===== src/rtl/serdes_pkg.sv =====
// Shared definitions for the serializer link stages: line state encoding and
// default word parameters.
package serdes_pkg;

  localparam int         DEF_WIDTH     = 8;
  localparam logic [7:0] DEF_IDLE_WORD = 8'hBC;

  typedef enum logic {
    TRAIN = 1'b0,
    RUN   = 1'b1
  } ser_state_e;

endpackage


===== src/rtl/fifo_serializer_if.sv =====
// FIFO-side pop handshake plus the serial line outputs of the serializer.
interface fifo_serializer_if
  import serdes_pkg::*;
#(
  parameter int WIDTH = DEF_WIDTH
);

  logic [WIDTH-1:0] DATA_IN;
  logic             Valid;
  logic             EMPTY;
  logic             READ;
  logic             DATA_OUT;
  logic             SYNC;
  logic             K_FLAG;
  logic             ERR;

  modport slave (
    input  DATA_IN, Valid, EMPTY,
    output READ, DATA_OUT, SYNC, K_FLAG, ERR
  );

  modport master (
    output DATA_IN, Valid, EMPTY,
    input  READ, DATA_OUT, SYNC, K_FLAG, ERR
  );

endinterface


===== src/rtl/fifo_serializer_shift.sv =====
// Bit counter and MSB-first shift register; loads a new word (with its kind)
// on each word boundary and flags the first bit slot of every word.
module fifo_serializer_shift
  import serdes_pkg::*;
#(
  parameter int               WIDTH     = DEF_WIDTH,
  parameter logic [WIDTH-1:0] IDLE_WORD = WIDTH'(DEF_IDLE_WORD)
) (
  input  logic             CLK,
  input  logic             RESET,
  input  logic             load,
  input  logic [WIDTH-1:0] load_word,
  input  logic             load_idle,
  output logic             boundary,
  output logic             data_out,
  output logic             sync,
  output logic             k_flag
);

  localparam int CW = $clog2(WIDTH);

  logic [CW-1:0]    bit_cnt_q;
  logic [WIDTH-1:0] sreg_q;
  logic             sync_q;
  logic             k_flag_q;

  assign boundary = (bit_cnt_q == CW'(WIDTH - 1));

  // NOTE: sequential state uses non-blocking assignments only, so every
  // register samples the pre-edge values of its neighbours.
  always_ff @(posedge CLK) begin
    if (RESET) begin
      bit_cnt_q <= '0;
      sreg_q    <= IDLE_WORD;
      sync_q    <= 1'b1;
      k_flag_q  <= 1'b1;
    end else begin
      bit_cnt_q <= boundary ? '0 : bit_cnt_q + CW'(1);
      // The word after a boundary starts at bit slot 0, hence SYNC follows it.
      sync_q    <= boundary;
      if (load) begin
        sreg_q   <= load_word;
        k_flag_q <= load_idle;
      end else begin
        sreg_q   <= {sreg_q[WIDTH-2:0], 1'b0};
      end
    end
  end

  assign data_out = sreg_q[WIDTH-1];
  assign sync     = sync_q;
  assign k_flag   = k_flag_q;

endmodule


===== src/rtl/fifo_serializer.sv =====
// Pops bytes from an upstream FIFO and serializes them MSB-first, filling gaps
// with an idle word and sending an idle training preamble after reset.
module fifo_serializer
  import serdes_pkg::*;
#(
  parameter int               WIDTH     = DEF_WIDTH,
  parameter logic [WIDTH-1:0] IDLE_WORD = WIDTH'(DEF_IDLE_WORD),
  parameter int               PREAMBLE  = 4
) (
  input  logic              CLK,
  input  logic              RESET,
  fifo_serializer_if.slave  bus
);

  ser_state_e       state_q, state_d;
  logic [7:0]       train_cnt_q, train_cnt_d;
  logic             read_q, read_d;
  logic             rd_pending_q;
  logic             hold_valid_q;
  logic [WIDTH-1:0] hold_q;
  logic             err_q;

  logic             boundary;
  logic             valid_ok;
  logic             capture;
  logic [WIDTH-1:0] load_word;
  logic             load_idle;

  // Only a Valid answering our own read into an empty hold is real data.
  assign valid_ok = bus.Valid && rd_pending_q && !hold_valid_q;
  assign capture  = valid_ok && !boundary;

  // NOTE: every always_comb output gets a default first, so no path can
  // leave a value unassigned and infer a latch.
  always_comb begin
    load_word = IDLE_WORD;
    load_idle = 1'b1;
    if (hold_valid_q) begin
      load_word = hold_q;
      load_idle = 1'b0;
    end else if (valid_ok) begin
      load_word = bus.DATA_IN;
      load_idle = 1'b0;
    end
  end

  always_comb begin
    state_d     = state_q;
    train_cnt_d = train_cnt_q;
    unique case (state_q)
      TRAIN: begin
        if (boundary) begin
          train_cnt_d = train_cnt_q + 8'd1;
          if (train_cnt_q == 8'(PREAMBLE - 1)) state_d = RUN;
        end
      end
      RUN: begin
        state_d = RUN;
      end
    endcase
  end

  assign read_d = (state_q == RUN) && !bus.EMPTY && !hold_valid_q &&
                  !rd_pending_q && !read_q;

  always_ff @(posedge CLK) begin
    if (RESET) begin
      state_q      <= TRAIN;
      train_cnt_q  <= '0;
      read_q       <= 1'b0;
      rd_pending_q <= 1'b0;
      hold_valid_q <= 1'b0;
      err_q        <= 1'b0;
    end else begin
      state_q     <= state_d;
      train_cnt_q <= train_cnt_d;
      read_q      <= read_d;
      if (read_d)         rd_pending_q <= 1'b1;
      else if (bus.Valid) rd_pending_q <= 1'b0;
      if (boundary && hold_valid_q) hold_valid_q <= 1'b0;
      else if (capture)             hold_valid_q <= 1'b1;
      if (bus.Valid && (!rd_pending_q || hold_valid_q)) err_q <= 1'b1;
    end
  end

  // NOTE: the hold data register carries no reset; hold_valid_q qualifies it.
  always_ff @(posedge CLK) begin
    if (capture) hold_q <= bus.DATA_IN;
  end

  fifo_serializer_shift #(
    .WIDTH     (WIDTH),
    .IDLE_WORD (IDLE_WORD)
  ) u_shift (
    .CLK       (CLK),
    .RESET     (RESET),
    .load      (boundary),
    .load_word (load_word),
    .load_idle (load_idle),
    .boundary  (boundary),
    .data_out  (bus.DATA_OUT),
    .sync      (bus.SYNC),
    .k_flag    (bus.K_FLAG)
  );

  assign bus.READ = read_q;
  assign bus.ERR  = err_q;

endmodule


===== src/flat_wrapper.sv =====
// flat-port wrapper written by rule: the top's interface ports become plain ports
module fifo_serializer_flat import serdes_pkg::*;
#(
  parameter int               WIDTH     = DEF_WIDTH,
  parameter logic [WIDTH-1:0] IDLE_WORD = WIDTH'(DEF_IDLE_WORD),
  parameter int               PREAMBLE  = 4
)
  (CLK, RESET, bus_DATA_IN, bus_Valid, bus_EMPTY, bus_READ, bus_DATA_OUT, bus_SYNC, bus_K_FLAG, bus_ERR);
  fifo_serializer_if #(.WIDTH(WIDTH)) bus_i ();
  input  logic CLK;
  input  logic RESET;
  input wire logic [$bits(bus_i.DATA_IN)-1:0] bus_DATA_IN;
  input wire logic [$bits(bus_i.Valid)-1:0] bus_Valid;
  input wire logic [$bits(bus_i.EMPTY)-1:0] bus_EMPTY;
  output wire logic [$bits(bus_i.READ)-1:0] bus_READ;
  output wire logic [$bits(bus_i.DATA_OUT)-1:0] bus_DATA_OUT;
  output wire logic [$bits(bus_i.SYNC)-1:0] bus_SYNC;
  output wire logic [$bits(bus_i.K_FLAG)-1:0] bus_K_FLAG;
  output wire logic [$bits(bus_i.ERR)-1:0] bus_ERR;
  assign bus_i.DATA_IN = bus_DATA_IN;
  assign bus_i.Valid = bus_Valid;
  assign bus_i.EMPTY = bus_EMPTY;
  assign bus_READ = bus_i.READ;
  assign bus_DATA_OUT = bus_i.DATA_OUT;
  assign bus_SYNC = bus_i.SYNC;
  assign bus_K_FLAG = bus_i.K_FLAG;
  assign bus_ERR = bus_i.ERR;
  fifo_serializer #(.WIDTH(WIDTH), .IDLE_WORD(IDLE_WORD), .PREAMBLE(PREAMBLE)) u_core (.CLK(CLK), .RESET(RESET), .bus(bus_i));
endmodule

===== config.mk =====
export PLATFORM = sky130hd
export DESIGN_NAME = fifo_serializer_flat
export DESIGN_NICKNAME = d
export VERILOG_FILES = /design/src/rtl/serdes_pkg.sv /design/src/rtl/fifo_serializer_if.sv /design/src/rtl/fifo_serializer_shift.sv /design/src/rtl/fifo_serializer.sv /design/src/flat_wrapper.sv
export SDC_FILE = /design/constraint.sdc
export NUM_CORES = 1
export LEC_CHECK = 0
export CAP_MARGIN = 15
export CORE_ASPECT_RATIO = 0.6
export CORE_MARGIN = 5
export CORE_UTILIZATION = 55
export CTS_BUF_LIST = sky130_fd_sc_hd__clkbuf_2 sky130_fd_sc_hd__clkbuf_4 sky130_fd_sc_hd__clkbuf_8
export CTS_CLUSTER_DIAMETER = 150
export CTS_CLUSTER_SIZE = 12
export DETAILED_ROUTE_END_ITERATION = 6
export PLACE_DENSITY = 0.8
export SYNTH_ARGS = -nofsm -noshare
export SYNTH_HDL_FRONTEND = slang
export SYNTH_SLANG_ARGS = --single-unit

===== constraint.sdc =====
create_clock -name CLK -period 2.3 [get_ports CLK]
set_clock_uncertainty 0.1 [all_clocks]
set_input_delay 0.69 -clock CLK [delete_from_list [all_inputs] [get_ports CLK]]
set_output_delay 0.69 -clock CLK [all_outputs]
set_load 0.01 [all_outputs]

==> impl_metrics.env, run 1 <==
export IMPL_place_area_mm2=0.00148
export IMPL_yosys_warnings=0
export IMPL_rsz0062_at_grt="false"
export IMPL_p_clk_frac=0.407
export IMPL_root_buffer="clkbuf_8"
export IMPL_swShare=0.201
export IMPL_arrival_ps=1220
export IMPL_coreArea_mm2=0.00220
export IMPL_gp_congestion=0.769
export IMPL_fp_dieArea_mm2=0.00342
export IMPL_max_stage_delay_ps=560
export IMPL_reg2reg_depth=5
export IMPL_design_area_mm2=0.00158
export IMPL_startpoint="u_core.bus.ERR$_SDFFE_PP0P_"
export IMPL_synthCells=122
export IMPL_period_share=0.873
export IMPL_required_ps=1510
export IMPL_vias=971
export IMPL_placementRows=13
export IMPL_dr_max_layer_used="met4"
export IMPL_fp_dieW_um=72.3
export IMPL_antenna_cells=0
export IMPL_start_util=0.583
export IMPL_r2r_start="u_core.u_shift.bit_cnt_q[0]$_SDFF_PP0_"
export IMPL_p_per_area_mw_per_mm2=731
export IMPL_drc=0
export IMPL_post_cts_resized=0
export IMPL_avgSynthCellArea_um2=10.5
export IMPL_setup_tns_ps=0
export IMPL_startpoint_type="flip-flop"
export IMPL_tightest_slew_ps=301
export IMPL_netlist_area_leader_share=0.407
export IMPL_drt_initial_drc_count=87
export IMPL_grt_max_degree=23
export IMPL_drive_gt1_frac=0.104
export IMPL_detailed_place_hpwl_um=1950
export IMPL_fmax_ghz=0.498
export IMPL_critical_path_endpoint="bus_ERR"
export IMPL_num_io_pins=17
export IMPL_nNetsFinal=159
export IMPL_wl_per_cell_um=15.3
export IMPL_finalHoldViolations=0
export IMPL_met1Wirelength_um=1240
export IMPL_maxCapViolCount=0
export IMPL_hold_buffers=0
export IMPL_portBuffers=16
export IMPL_intPower_uw=923
export IMPL_die_h_um=47.4
export IMPL_grt_overflow=0
export IMPL_clock_path_buffers=2
export IMPL_synth_seq_cells=34
export IMPL_grt_pass1_vias=958
export IMPL_grt_pass1_wl_um=4510
export IMPL_antenna_found_initial=0
export IMPL_status="finished clean"
export IMPL_detail_route_antenna_nets=0
export IMPL_cts_max_level=2
export IMPL_p_leak_nw=0.587
export IMPL_cpLargestDelayFamily="buffers and inverters"
export IMPL_crit_fanout=2
export IMPL_crit_chain="clkdlybuf4s50_1"
export IMPL_cts_tree="yes"
export IMPL_area_delta_synth_final_pct=23.4
export IMPL_reg2reg_to="u_core.train_cnt_q[3]$_SDFFE_PP0P_"
export IMPL_n_fill_cell=173
export IMPL_worstSetupPathDepth=1
export IMPL_layout_common_cells="26 x dfxtp_1, 16 x clkdlybuf4s50_1, 15 x nor2_1, 12 x a21oi_1, 9 x o21ai_0"
export IMPL_comb_power_share=0.048
export IMPL_seq_power_share=0.544
export IMPL_vdd_drop_max_mv=0.401
export IMPL_endpoint_kind="primary output"
export IMPL_p_switching_uw=232
export IMPL_synth_area_leader_cell="dfxtp_1"
export IMPL_synth_area_leaders="dfxtp_1 41%, edfxtp_1 19%, a21oi_1 4.7%"
export IMPL_via_per_inst=5.58
export IMPL_wirelength_um=2660
export IMPL_synthesis_area_mm2=0.00128
export IMPL_clock_latency_ps=280
export IMPL_final_common_cell="dfxtp_1"
export IMPL_crit_type="flip-flop to primary output"
export IMPL_synth_seq_area_share=0.594
export IMPL_synth_distinct_cells=32
export IMPL_setup_viol=0
export IMPL_postCtsSetupBuffers=0
export IMPL_slowest_stage="clkdlybuf4s50_1"
export IMPL_synthesis_nets=138
export IMPL_wl_met2_um=1210
export IMPL_regToRegSetupSlack_ps=520
export IMPL_grt_usage=0.186
export IMPL_cts_buffers=5
export IMPL_final_max_slew_violation_count=0
export IMPL_clock_sinks=34
export IMPL_relSlewSlack=0.799
export IMPL_firstDrtPassIters=4
export IMPL_path_clk_slew_ps=60
export IMPL_critPathBufInv=1
export IMPL_min_period_ps=2010
export IMPL_wl_met3_um=187
export IMPL_fin_util=0.719
export IMPL_hold_path_class="flip-flop to flip-flop"
## worst min-delay path by stage
stage	from	end	slack [ps]	cells past startpoint
2_1_floorplan	u_core.u_shift.bit_cnt_q[0]$_SDFF_PP0_	u_core.u_shift.bit_cnt_q[0]$_SDFF_PP0_	300	1
3_3_place_gp	u_core.u_shift.bit_cnt_q[0]$_SDFF_PP0_	u_core.u_shift.bit_cnt_q[0]$_SDFF_PP0_	310	1
3_5_place_dp	u_core.u_shift.bit_cnt_q[0]$_SDFF_PP0_	u_core.u_shift.bit_cnt_q[0]$_SDFF_PP0_	320	1
4_1_cts	u_core.u_shift.bit_cnt_q[0]$_SDFF_PP0_	u_core.u_shift.bit_cnt_q[0]$_SDFF_PP0_	330	1
5_1_grt	u_core.u_shift.bit_cnt_q[0]$_SDFF_PP0_	u_core.u_shift.bit_cnt_q[0]$_SDFF_PP0_	350	1
6_report	u_core.u_shift.bit_cnt_q[0]$_SDFF_PP0_	u_core.u_shift.bit_cnt_q[0]$_SDFF_PP0_	320	1
## Yosys cell counts (all sizes together)
cell type and n:
nor2 15, o31ai 1, nor2b 1, a21o 1
edfxtp 8, nand2 1, nand4b 1, mux2i 1
inv 6, o21ai 9, or3 4, a211oi 2
nand4 1, a22oi 3, and3b 1, dfxtp 26
nand3 1, or4b 1, nor3 3, o22ai 5
nor4 1, o21bai 1, or4 1, ha 4
or2 1, a21oi 12, xnor2 2, a41oi 1
clkbuf 5, nand3b 2, nand2b 1
## area by class of cell
class | count | area (um^2) | share of cell area
Inverter | 6 | 22.5 | 0.0143
Timing Repair Buffer | 19 | 183 | 0.116
Multi-Input combinational cell | 77 | 478 | 0.303
Sequential cell | 34 | 761 | 0.482
Tap cell | 30 | 37.5 | 0.0238
Clock buffer | 8 | 97.6 | 0.0618
## flip-flops by register name, summed over array words and instances (netlist names)
| name | cells |
|---|---|
| u_core.rd_pending_q | 1 |
| u_core.state_q | 1 |
| u_core.u_shift.k_flag | 1 |
| u_core.bus.READ | 1 |
| u_core.u_shift.sync | 1 |
| u_core.train_cnt_q | 8 |
| u_core.u_shift.bit_cnt_q | 3 |
| u_core.u_shift.sreg_q | 8 |
| u_core.hold_valid_q | 1 |
| u_core.bus.ERR | 1 |
| u_core.hold_q | 8 |
## routing by layer
layer / track usage / vias to the layer above
met1: 0.230 / 458
met4: 0.0599 / 0
li1: - / 483
met2: 0.298 / 25
met5: 0 / -
met3: 0.0812 / 5
## power groups by stage
| stage | logic, mW | clock network, mW | registers (mW) |
|---|---|---|---|
| 3_3_place_gp | 0.0531 | 0 | 0.641 |
| 3_5_place_dp | 0.0562 | 0 | 0.642 |
| 2_1_floorplan | 0.0193 | 0 | 0.642 |
| 6_report | 0.0556 | 0.470 | 0.629 |
| 5_1_grt | 0.0610 | 0.509 | 0.629 |
| 4_1_cts | 0.0563 | 0.477 | 0.629 |
## stage by stage
step                std cells  power [mW]  worst slack (ps)  hold WS, ps
finish                    174        1.15               291          323
global route              174        1.20               261          348
CTS                       174        1.16               291          329
detailed placement        166       0.698               239          320
global placement          166       0.694               266          306
floorplan                 122       0.662               583          298
## logic make-up after synthesis
logic type               Yosys count  share of synthesized area
AND/OR/NAND/NOR                   35                      0.152
flip-flops                        34                      0.594
AO/OA/AOI/OAI                     35                      0.160
XOR/XNOR                           2                     0.0137
buffers and inverters             11                     0.0323
adder cells (fa/ha/maj)            4                     0.0391
multiplexers                       1                    0.00782
No activity file was read; power rests on OpenSTA's default activity.
==> run 2, diff against run 1 <==
CORE_ASPECT_RATIO = default   (was 0.6)
HOLD_SLACK_MARGIN = 0.02   (was default)
==> impl_metrics.env, run 2 (synthesis results as in run 1) <==
export IMPL_detail_route_antenna_nets=0
export IMPL_max_stage_delay_ps=550
export IMPL_path_clk_slew_ps=100
export IMPL_swShare=0.194
export IMPL_pre_cts_slack_ps=225
export IMPL_antenna_found_initial=0
export IMPL_layout_common_cells="26 x dfxtp_1, 16 x clkdlybuf4s50_1, 15 x nor2_1, 12 x a21oi_1, 9 x o21ai_0"
export IMPL_detailed_place_hpwl_um=1760
export IMPL_p_per_area_mw_per_mm2=729
export IMPL_top_regs="u_core.hold_q: 8 flops, u_core.train_cnt_q: 8 flops, u_core.u_shift.sreg_q: 8 flops"
export IMPL_finalHoldViolations=0
export IMPL_r2r_start="u_core.u_shift.bit_cnt_q[0]$_SDFF_PP0_"
export IMPL_p_clk_frac=0.406
export IMPL_grt_pass1_wl_um=4050
export IMPL_grt_usage=0.162
export IMPL_clock_sinks=34
export IMPL_reg2reg_to="u_core.train_cnt_q[3]$_SDFFE_PP0P_"
export IMPL_start_util=0.579
export IMPL_rsz0062_at_grt="false"
export IMPL_drt_initial_drc_count=43
export IMPL_fp_dieArea_mm2=0.00339
export IMPL_hold_path_class="flip-flop to flip-flop"
export IMPL_critPathBufInv=1
export IMPL_dpl_cell_count=165
export IMPL_clock_path_buffers=2
export IMPL_p_leak_nw=0.589
export IMPL_p_total_mw=1.15
export IMPL_post_cts_resized=0
export IMPL_crit_fanout=2
export IMPL_grt_overflow=0
export IMPL_root_buffer="clkbuf_4"
export IMPL_relSlewSlack=0.782
export IMPL_arrival_ps=1260
export IMPL_fmax_ghz=0.489
export IMPL_cts_max_level=2
export IMPL_vias=977
export IMPL_status="finished clean"
export IMPL_endpoint_kind="primary output"
export IMPL_critical_path_endpoint="bus_ERR"
export IMPL_area_delta_synth_final_pct=23.1
export IMPL_fin_hold_ws_ps=326
export IMPL_antenna_cells=0
export IMPL_placementRows=17
export IMPL_hold_buffers=0
export IMPL_postCtsSetupBuffers=0
export IMPL_reg2reg_depth=5
export IMPL_vdd_drop_max_mv=0.714
export IMPL_clock_latency_ps=350
export IMPL_coreArea_mm2=0.00221
export IMPL_comb_power_share=0.048
export IMPL_crit_type="flip-flop to primary output"
export IMPL_portBuffers=16
export IMPL_drive_gt1_frac=0.110
export IMPL_period_share=0.890
export IMPL_firstDrtPassIters=4
export IMPL_startpoint="u_core.bus.ERR$_SDFFE_PP0P_"
export IMPL_place_area_mm2=0.00149
export IMPL_intPower_uw=926
export IMPL_fin_ws_ps=253
export IMPL_gp_congestion=0.731
export IMPL_crit_chain="clkdlybuf4s50_1"
export IMPL_required_ps=1510
export IMPL_wirelength_um=2500
export IMPL_tightest_slew_ps=324
export IMPL_min_period_ps=2050
export IMPL_grt_max_degree=23
export IMPL_fin_util=0.712
export IMPL_design_area_mm2=0.00158
export IMPL_wl_per_cell_um=14.4
export IMPL_maxCapViolCount=0
export IMPL_setup_viol=0
export IMPL_cts_buffers=5
export IMPL_slowest_stage="clkdlybuf4s50_1"
export IMPL_setup_tns_ps=0
export IMPL_worstSetupPathDepth=1
export IMPL_final_common_cell="dfxtp_1"
export IMPL_via_per_inst=5.65
export IMPL_cpLargestDelayFamily="buffers and inverters"
export IMPL_final_max_slew_violation_count=0
export IMPL_regToRegSetupSlack_ps=490
export IMPL_cts_tree="yes"
export IMPL_finalNonFillerCells=173
export IMPL_nNetsFinal=160
export IMPL_die_h_um=58.2
export IMPL_p_switching_uw=223
export IMPL_startpoint_type="flip-flop"
export IMPL_grt_pass1_vias=963
export IMPL_fp_dieW_um=58.2
export IMPL_drc=0
export IMPL_num_io_pins=17
export IMPL_seq_power_share=0.546
run 2: cell count changes in the layout (fill, tap and decap cells not counted), sizes merged:
| cell | change |
|---|---|
| buf | +1 |
| bufinv | +1 |
| clkbuf | -1 |
run 2: layout make-up:
| cell class | instances | area (um^2) |
|---|---|---|
| clock inverters | 1 | 30.0 |
| multi-input cells | 77 | 478 |
| flip-flops and latches | 34 | 761 |
| clock buffers | 7 | 58.8 |
| repair buffers | 20 | 190 |
| fillers | 175 | 637 |
| well taps | 28 | 35.0 |
| inverters | 6 | 22.5 |
run 2: routing by layer:
| metal | global-route usage | routed length, um | share of wire |
|---|---|---|---|
| met5 | 0 | 0 | 0 |
| met4 | 0.113 | 47 | 0.019 |
| met3 | 0.0646 | 136 | 0.054 |
| met2 | 0.268 | 1290 | 0.52 |
| met1 | 0.166 | 1030 | 0.41 |
run 2: power by group through the flow:
stage / logic (mW) / registers (mW) / clock network [mW]
3_3_place_gp: 0.0537 / 0.641 / 0
6_report: 0.0551 / 0.628 / 0.466
2_1_floorplan: 0.0193 / 0.642 / 0
3_5_place_dp: 0.0559 / 0.642 / 0
4_1_cts: 0.0561 / 0.628 / 0.476
5_1_grt: 0.0608 / 0.629 / 0.507
run 2: worst min-delay path by stage:
stage / end / slack [ps] / startpoint / cells past startpoint
global placement: u_core.u_shift.bit_cnt_q[0]$_SDFF_PP0_ / 310 / u_core.u_shift.bit_cnt_q[0]$_SDFF_PP0_ / 1
floorplan: u_core.u_shift.bit_cnt_q[0]$_SDFF_PP0_ / 300 / u_core.u_shift.bit_cnt_q[0]$_SDFF_PP0_ / 1
detailed placement: u_core.u_shift.bit_cnt_q[0]$_SDFF_PP0_ / 320 / u_core.u_shift.bit_cnt_q[0]$_SDFF_PP0_ / 1
CTS: u_core.u_shift.bit_cnt_q[0]$_SDFF_PP0_ / 330 / u_core.u_shift.bit_cnt_q[0]$_SDFF_PP0_ / 1
global route: u_core.u_shift.bit_cnt_q[0]$_SDFF_PP0_ / 360 / u_core.u_shift.bit_cnt_q[0]$_SDFF_PP0_ / 1
finish: u_core.u_shift.bit_cnt_q[0]$_SDFF_PP0_ / 330 / u_core.u_shift.bit_cnt_q[0]$_SDFF_PP0_ / 1
==> run 3, diff against run 2 <==
CAP_MARGIN = default   (was 15)
==> results of run 3 <==
The final DEF is identical to that of run 2; final timing and power are the same.
